--- src/rtl/access_ctrl.sv ---
// Access-control sequencer for the door lock.
// Combines keypad PIN entry and RFID tags (one- or two-factor), enforces a
// retry limit with timed lockout, and runs the open/hold/close door cycle
// with obstacle reversal. Generates its own one-second tick from clk.
module access_ctrl #(
    parameter int                      PIN_DIGITS    = 4,
    parameter logic [4*PIN_DIGITS-1:0] PIN_CODE      = 16'h1234,
    parameter int                      TAG_W         = 8,
    parameter logic [TAG_W-1:0]        AUTH_TAG      = 8'hA5,
    parameter int                      TWO_FACTOR    = 1,
    parameter int                      MAX_TRIES     = 3,
    parameter int                      OPEN_SEC      = 5,
    parameter int                      DENY_SEC      = 2,
    parameter int                      LOCK_SEC      = 30,
    parameter int                      ENTRY_SEC     = 10,
    parameter int                      TICKS_PER_SEC = 50_000_000
) (
    input  logic             clk,
    input  logic             rst,
    input  logic             key_valid,
    input  logic [3:0]       key_code,
    input  logic             tag_valid,
    input  logic [TAG_W-1:0] tag_id,
    input  logic             door_closed,
    input  logic             obstacle,
    output logic             mot_open,
    output logic             mot_close,
    output logic [3:0]       msg,
    output logic [3:0]       digits,
    output logic [3:0]       tries_left,
    output logic [2:0]       fsm_state
);

    localparam int BUF_W  = 4 * PIN_DIGITS;
    localparam int TICK_W = (TICKS_PER_SEC > 1) ? $clog2(TICKS_PER_SEC) : 1;
    localparam int SEC_W  = 16;

    typedef enum logic [2:0] {
        S_IDLE, S_ENTRY, S_CHECK, S_OPEN, S_CLOSING, S_DENIED, S_LOCKOUT
    } state_t;

    state_t             state, state_next;
    logic [BUF_W-1:0]   pin_buf;
    logic [3:0]         digit_cnt;
    logic [3:0]         tries;
    logic               tag_ok;
    logic [TICK_W-1:0]  tick_cnt;
    logic [SEC_W-1:0]   sec_cnt;

    // Event decode. Keys and tags only matter in IDLE/ENTRY; a tag in the
    // same cycle as a key wins and the key is dropped.
    logic accepting, tag_ev, tag_match, key_ev;
    logic is_digit, is_clear, is_enter, key_acc;
    logic check_pass, last_try, tick_last, timed_out;
    logic pass_ev, fail_ev, timer_clr;
    logic [SEC_W-1:0] hold_sec;

    assign accepting  = (state == S_IDLE) || (state == S_ENTRY);
    assign tag_ev     = tag_valid && accepting;
    assign tag_match  = (tag_id == AUTH_TAG);
    assign key_ev     = key_valid && accepting && !tag_valid;
    assign is_digit   = (key_code <= 4'd9);
    assign is_clear   = (key_code == 4'hA);
    assign is_enter   = (key_code == 4'hB);
    assign key_acc    = key_ev && (is_digit || is_clear || is_enter);
    assign check_pass = (digit_cnt == 4'(PIN_DIGITS)) && (pin_buf == PIN_CODE)
                        && (tag_ok || (TWO_FACTOR == 0));
    assign last_try   = (tries == 4'd1);
    assign tick_last  = (tick_cnt == TICK_W'(TICKS_PER_SEC - 1));
    assign timed_out  = tick_last && (sec_cnt == hold_sec - SEC_W'(1));
    assign pass_ev    = (state == S_CHECK) && check_pass;
    assign fail_ev    = ((state == S_CHECK) && !check_pass) || (tag_ev && !tag_match);
    assign timer_clr  = (state_next != state) ||
                        ((state == S_ENTRY) && (tag_ev || key_acc));

    // Hold time of the current state in seconds.
    always_comb begin
        hold_sec = SEC_W'(1);
        case (state)
            S_ENTRY:   hold_sec = SEC_W'(ENTRY_SEC);
            S_OPEN:    hold_sec = SEC_W'(OPEN_SEC);
            S_DENIED:  hold_sec = SEC_W'(DENY_SEC);
            S_LOCKOUT: hold_sec = SEC_W'(LOCK_SEC);
            default:   hold_sec = SEC_W'(1);
        endcase
    end

    // State register.
    always_ff @(posedge clk) begin
        if (rst) state <= S_IDLE;
        else     state <= state_next;
    end

    // Next-state logic.
    always_comb begin
        state_next = state;
        case (state)
            S_IDLE, S_ENTRY: begin
                if (tag_ev) begin
                    if (tag_match) state_next = (TWO_FACTOR != 0) ? S_ENTRY : S_OPEN;
                    else           state_next = last_try ? S_LOCKOUT : S_DENIED;
                end else if (key_acc) begin
                    if (is_enter)      state_next = S_CHECK;
                    else if (is_digit) state_next = S_ENTRY;
                end else if ((state == S_ENTRY) && timed_out) begin
                    state_next = S_IDLE;
                end
            end
            S_CHECK: begin
                if (check_pass)    state_next = S_OPEN;
                else if (last_try) state_next = S_LOCKOUT;
                else               state_next = S_DENIED;
            end
            S_OPEN:    if (timed_out) state_next = S_CLOSING;
            S_CLOSING: begin
                if (obstacle)         state_next = S_OPEN;
                else if (door_closed) state_next = S_IDLE;
            end
            S_DENIED:  if (timed_out) state_next = S_IDLE;
            S_LOCKOUT: if (timed_out) state_next = S_IDLE;
            default:   state_next = S_IDLE;
        endcase
    end

    // Datapath: second timer, retry counter, PIN buffer and tag flag.
    always_ff @(posedge clk) begin
        if (rst) begin
            pin_buf   <= '0;
            digit_cnt <= '0;
            tag_ok    <= 1'b0;
            tries     <= 4'(MAX_TRIES);
            tick_cnt  <= '0;
            sec_cnt   <= '0;
        end else begin
            if (timer_clr) begin
                tick_cnt <= '0;
                sec_cnt  <= '0;
            end else if (tick_last) begin
                tick_cnt <= '0;
                sec_cnt  <= sec_cnt + SEC_W'(1);
            end else begin
                tick_cnt <= tick_cnt + TICK_W'(1);
            end

            if (pass_ev)
                tries <= 4'(MAX_TRIES);
            else if (fail_ev)
                tries <= tries - 4'd1;
            else if ((state == S_LOCKOUT) && (state_next == S_IDLE))
                tries <= 4'(MAX_TRIES);

            if ((state != S_IDLE) && (state_next == S_IDLE)) begin
                pin_buf   <= '0;
                digit_cnt <= '0;
                tag_ok    <= 1'b0;
            end else if (tag_ev && tag_match && (TWO_FACTOR != 0)) begin
                tag_ok <= 1'b1;
            end else if (key_acc && is_clear) begin
                pin_buf   <= '0;
                digit_cnt <= '0;
            end else if (key_acc && is_digit && (digit_cnt < 4'(PIN_DIGITS))) begin
                pin_buf   <= (pin_buf << 4) | BUF_W'(key_code);
                digit_cnt <= digit_cnt + 4'd1;
            end
        end
    end

    // Moore output decode.
    always_comb begin
        mot_open  = 1'b0;
        mot_close = 1'b0;
        msg       = 4'd0;
        case (state)
            S_IDLE:    msg = 4'd0;
            S_ENTRY,
            S_CHECK:   msg = tag_ok ? 4'd6 : 4'd1;
            S_OPEN:    begin mot_open = 1'b1;  msg = 4'd2; end
            S_CLOSING: begin mot_close = 1'b1; msg = 4'd5; end
            S_DENIED:  msg = 4'd3;
            S_LOCKOUT: msg = 4'd4;
            default:   msg = 4'd0;
        endcase
    end

    assign digits     = digit_cnt;
    assign tries_left = tries;
    assign fsm_state  = state;

endmodule

--- config.mk ---
export PLATFORM = sky130hd
export DESIGN_NAME = access_ctrl
export DESIGN_NICKNAME = d
export VERILOG_FILES = /design/src/rtl/access_ctrl.sv
export SDC_FILE = /design/constraint.sdc
export NUM_CORES = 1
export LEC_CHECK = 0
export CAP_MARGIN = 20
export CORE_MARGIN = 4
export CORE_UTILIZATION = 40
export CTS_BUF_LIST = sky130_fd_sc_hd__clkbuf_16
export DETAILED_ROUTE_END_ITERATION = 6
export DONT_BUFFER_PORTS = 1
export GPL_TIMING_DRIVEN = 1
export PLACE_DENSITY = 0.55
export REMOVE_ABC_BUFFERS = 1
export SYNTH_ARGS = -nofsm -noshare
export SYNTH_HDL_FRONTEND = slang
export SYNTH_SLANG_ARGS = --single-unit
--- constraint.sdc ---
create_clock -name clk -period 4.4 [get_ports clk]
set_clock_uncertainty 0.05 [all_clocks]
set_input_delay 0.88 -clock clk [delete_from_list [all_inputs] [get_ports clk]]
set_output_delay 0.88 -clock clk [all_outputs]
set_load 0.05 [all_outputs]
-- Yosys cells after proc, flatten, opt, wreduce, memory -nomap -nowiden
Index checks and enable logic that the tools add are counted.
- logic and storage cells: 95
- output and inout port bits: 17
- input bits: 18
- register bits after elaboration: 70
- multiplexer cells: 24
- reductions and logical operators: 40
- bitwise logic cells: 2
- $lt $le $gt $ge: 2
- equal/unequal tests: 15
- $add $sub $neg: 5
- operators by type and width (cell ; count):
    $mux W3 ; 12
    $mux W16 ; 2
    $pmux W3 S5 ; 2
    $add A26 B1 Y26 const B ; 1
    $eq A26 B26 Y1 const B ; 1
    $pmux W5 S4 ; 1
    $logic_and A1 B1 Y1 ; 18
    $add A16 B1 Y16 const B ; 1
    $eq A16 B13 Y1 const B ; 1
    $eq A16 B16 Y1 ; 1
    $mux W4 ; 4
    $or A16 B4 Y16 ; 1
    $sub A16 B1 Y16 const B ; 1
    $reduce_or A2 Y1 ; 6
    $eq A3 B3 Y1 const B ; 3
    $eq A4 B4 Y1 const B ; 2
    $eq A8 B8 Y1 const B ; 1
    $eq A3 B2 Y1 const B ; 2
    $logic_not A3 Y1 ; 2
    $logic_or A1 B1 Y1 ; 6
    $add A4 B1 Y4 const B ; 1
    $eq A4 B1 Y1 const B ; 1
    $eq A4 B3 Y1 const B ; 1
    $le A4 B4 Y1 const B ; 1
    12 further kinds ; 16

-- Depth between registers and ports, before layout
- depth in word-level cells: 14
- gate-level depth with buffers: 15
- depth with buffers taken out: 12

-- Least setup slack after synthesis
OpenSTA, ideal clock, no wires.
- path kind: register to register
- start: reg state[2] (netlist: fsm_state[2])
- end: reg sec_cnt[10]
- setup time: 0.121 ns
- buffers on the path: 2
- cell stages (with the launch flop): 15
- required time: 4.229 ns
- clock period less this slack: 3.643 ns
- path slack: 0.757 ns
- arrival time: 3.473 ns
- path through: dfxtp_1 nand3b_1 nand2_1 inv_1 ha_1 and3_1 ha_1 xor2_1 nand3_1 a2111o_1 or3_1 buf_6 a311oi_4 buf_6 nor3_1
- cells in the longest elaborated chain, start to end: 13
- elaborated cells on any way between the ends: 34
- classes of those cells: add/sub (1); eq/ne (8); mux (11); reduce/logical (14)
- RTL lines (what ; line ; source):
    from (decl) ; 42 ; state_t state, state_next;
    from (signal assigned) ; 91 ; else state <= state_next;
    $eq A3 B3 Y1 (tied with other cells) ; 79, 97 ;
    $pmux W5 S4 ; 79 ; case (state)
    $sub A16 B1 Y16 ; 70 ; assign timed_out = tick_last && (sec_cnt == hold_sec - SEC_W'(1));
    $eq A16 B16 Y1 ; 70 ;
    $logic_and A1 B1 Y1 ; 70 ;
    $logic_and A1 B1 Y1 ; 105 ; end else if ((state == S_ENTRY) && timed_out) begin
    $mux W3 ; 105 ;
    $mux W3 ; 102 ; end else if (key_acc) begin
    $mux W3 ; 99 ; if (tag_ev) begin
    $pmux W3 S5 ; 97 ; case (state)
    $ne A3 B3 Y1 ; 73 ; assign timer_clr = (state_next != state) ||
    $logic_or A1 B1 Y1 (*) ; 73 ;
    $reduce_or A2 Y1 (no line) (*) ; n/a ;
    to (signal assigned) ; 140 ; sec_cnt <= sec_cnt + SEC_W'(1);
    to (decl) ; 48 ; logic [SEC_W-1:0] sec_cnt;
Every way passes the cells marked *; elsewhere a longest branch is shown, timed or not.
A chain may end at the register's enable or synchronous reset.

-- Worst setup path in the final report
- start: reg state[0] (netlist: fsm_state[0])
- end: reg digit_cnt[3] (netlist: digits[3])
- cells in the longest elaborated chain, start to end: 13
- elaborated cells on any way between the ends: 41
- classes of those cells: add/sub (1); eq/ne (7); mux (12); bitwise (1); reduce/logical (20)
- RTL lines (what ; line ; source):
    $eq A3 B3 Y1 (tied with other cells) ; 79, 97 ;
    $pmux W5 S4 ; 79 ;
    $sub A16 B1 Y16 ; 70 ;
    $eq A16 B16 Y1 ; 70 ;
    $logic_and A1 B1 Y1 ; 70 ;
    $logic_and A1 B1 Y1 ; 105 ;
    $mux W3 ; 105 ;
    $mux W3 ; 102 ;
    $mux W3 ; 99 ;
    $pmux W3 S5 ; 97 ;
    $logic_not A3 Y1 ; 152 ; if ((state != S_IDLE) && (state_next == S_IDLE)) begin
    $logic_and A1 B1 Y1 ; 152 ;
    $reduce_or A2 Y1 (no line) ; n/a ;
    to (signal assigned) ; 163 ; digit_cnt <= digit_cnt + 4'd1;
    to (decl) ; 44 ; logic [3:0] digit_cnt;
Several ways; a longest one is shown, not always the timed one.

==> key figures <==
Power and ir drop
  – P_sw: 0.000439 W
  – Sequential power share: 40.5%
  – Power Dens Cells: 397 nW/um2
  – Peak VDD IR: 0.000267 V
  – Switching portion of total power: 26.7%
  – Combinational power share: 13.2%
  – Int Power: 0.00120 W
  – LEAKAGE: 1.41 nW
  – Clock network power share: 46.3%

Die
  – Core box area: 9200 um2
  – Die height: 105 um
  – I/O pin cnt: 35
  – Die width: 105 um
  – Initial Util: 41.1%
  – Die area: 11100 um2
  – Cell row count: 35

STA
  – RSZ-0062 raised after global routing: false
  – Fin. max-slew vios: 0
  – # setup viols final: 0
  – Max transition margin: 27.6%
  – Sum Neg Setup Slack: 0 ps
  – Final Cycle Share: 82.1%
  – Clock period minus worst slack: 3610 ps
  – Final Hold Vio Count: 0
  – Fmax: 277 MHz
  – Worst slew pin tran: 1060 ps

Setup path
  – Worst R2R Start: fsm_state[0]
  – Crit path launch: fsm_state[0]
  – Setup crit end kind: flip-flop
  – WP data required: 4500 ps
  – CP arrival: 3720 ps
  – CP max FO: 21
  – Setup CP Type: flip-flop to flip-flop
  – Startpoint Class: flip-flop

Finish
  – Fin nets: 460
  – Syn-to-layout area delta: 9.44%
  – Fin cells: 550
  – N_diodes: 0
  – Layout cells sized above 1: 9.11%
  – Fill cell count: 920

Synth
  – Mapped Cells: 439
  – Synth cell types: 61
  – Mapped cell area: 3780 um2
  – Number of synthesized flops with an enable pin: 0
  – Sequential share of the synthesized area: 37.1%
  – Synth warnings: 0
  – Synthesis-stage register bit count: 70
  – Mapped Avg Cell Area: 8.61 um2
  – Post-synth top flop: dfxtp_1
  – FFs w/ async S/R, synth: 0%

Hold path
  – Hold Path Class: flip-flop to flip-flop
  – Hold Startpoint: tick_cnt[0]

Route
  – ANT nets after route: 0
  – Drt first pass iters: 4
  – Vias/cell: 5.66
  – Initial DRC count: 215
  – Via count: 3115
  – Residual DRC: 0
  – Average routed wire per standard cell: 15.6 um
  – Drt total wl: 8.60 mm

Place
  – DP Wirelength: 6.04 mm
  – PortBufs: 0
  – Cell total after placement: 534
  – Gpl congestion: 0.863

Job
  – Max-cap violations: 0

CTS
  – Clk_lat worst skew: 320 ps
  – Post_cts resized: 0
  – Clock sink count: 70
  – CTS tree: built
  – Clock slew at reported path FFs: 60 ps
  – Clock tree root driver cell: clkbuf_16
  – Postcts setup bufs: 0
  – H-tree levels: 3
  – Hold_buf cts: 0
  – Max Buffers Root-to-Sink: 2
  – Total CTS buffers: 9

GRT
  – Initial antenna violation count: 0
  – Largest net degree at the start of global routing: 43
  – Total grt overflow: 0
  – First-pass GRT wire length: 14.9 mm
  – Total GRT Usage: 16.4%
  – Vias in the first global route: 3053

Outcome
  – Outcome: complete, no violations
## placed cells by master, fill, tap and decap left out, types with 7 or more instances in the layout
| cell type | n |
|---|---|
| buf_4 | 8 |
| nand3_1 | 13 |
| nand4_1 | 12 |
| o21ai_0 | 9 |
| and3_1 | 10 |
| nor3_1 | 65 |
| a22oi_1 | 14 |
| xnor2_1 | 18 |
| nor2_1 | 25 |
| xor2_1 | 30 |
| ha_1 | 8 |
| or3_1 | 7 |
| inv_1 | 18 |
| a21oi_1 | 11 |
| nand2_1 | 29 |
| dfxtp_1 | 70 |
| clkbuf_16 | 9 |
## cell families after synthesis
family / Yosys count / share of synthesized area [%]
flops: 70 / 37.1
fa+ha+maj: 8 / 2.65
buf+inv: 42 / 6.69
simple gates: 205 / 29.8
xor+xnor: 48 / 11.1
other cells: 1 / 0.0992
mux: 5 / 1.32
compound gates: 60 / 11.2
## cells in the mapped netlist, types with 2 or more instances
cell       number  area, um2
nor3b_1         6       45.0
or3_1           7       43.8
xnor2_1        18        158
nor2_1         25       93.8
and3_1         10       62.6
ha_1            8        100
clkbuf_1       10       37.5
nand3_1        13       65.1
or4_1           2       15.0
or2_2           2       12.5
a211oi_1        2       15.0
clkbuf_8        3       41.3
and2_1          3       18.8
buf_2           4       20.0
nor4_1          2       12.5
nand4_1        12       75.1
a2111oi_0       3       26.3
o21ai_0        11       55.1
a21oi_1        11       55.1
nor4bb_1        2       20.0
xor2_1         30        263
nand4bb_1       3       33.8
a21boi_0        2       15.0
nand2_1        29        109
a21o_1          2       15.0
nand2b_1        4       25.0
nor4b_1         4       35.0
nor3_1         67        335
mux2i_1         5       50.1
a31oi_1         3       18.8
nand3b_1        3       22.5
buf_6           6       67.6
dfxtp_1        70       1400
a22oi_1        14        105
inv_1          17       63.8
## per-layer routing
layer | vias up | wire [um] | GRT usage (%)
li1 | 1564 | - | -
met1 | 1459 | 4050 | 21.3
met2 | 74 | 3900 | 25.6
met3 | 18 | 420 | 4.88
met4 | 0 | 223 | 6.09
met5 | - | 0 | 0
## state kept, by name, summed over array words and instances, names as in the netlist
signal,cells
tick_cnt,26
pin_buf,16
sec_cnt,16
digits,4
tries_left,4
fsm_state,3
tag_ok,1
## power groups by stage
stage | Combinational [W] | Sequential, W | Clock, W
global placement | 0.000215 | 0.000679 | 0
detailed placement | 0.000216 | 0.000679 | 0
finish | 0.000217 | 0.000665 | 0.000761
global route | 0.000240 | 0.000666 | 0.000811
CTS | 0.000218 | 0.000665 | 0.000786
floorplan | 0.000141 | 0.000695 | 0
## layout make-up
cell class	instances	area (um2)	share of cell area (%)
repair buffers	9	71.3	1.72
clock buffers	9	225	5.45
multi-input cells	327	2140	51.9
inverters	17	63.8	1.54
flip-flops and latches	70	1400	33.9
clock inverters	7	90.1	2.18
well taps	111	139	3.36
## metrics by stage
stage	hold WS (ps)	worst slack [ps]	utilization [%]	power, W	instance area [um2]
floorplan	407	-344	-	0.000836	3590
global placement	429	841	41.4	0.000894	3810
detailed placement	428	799	41.5	0.000895	3820
CTS	445	752	45.0	0.00167	4140
global route	469	563	45.0	0.00172	4140
finish	449	785	45.0	0.00164	4140
## worst max-delay path, stage by stage, from the launching register on
cell and delay (ps):
dfxtp_1 340, buf_4 290, nand2b_1 170, nand2_1 120
inv_1 50, ha_1 190, and3_1 150, ha_1 280
xor2_1 140, nand3_1 80, a2111o_1 420, or4_1 500
a211oi_2 270, buf_4 290, a2111oi_0 100
## final timing paths
kind | to | slack, ps | depth (start not counted)
worst max-delay path | digits[3] | 790 | 14
worst max register to register | digits[3] | 790 | 14
worst min register to register | tick_cnt[0] | 450 | 1
worst min-delay path | tick_cnt[0] | 450 | 1
Note: power is estimated with default switching activity, not from simulation.
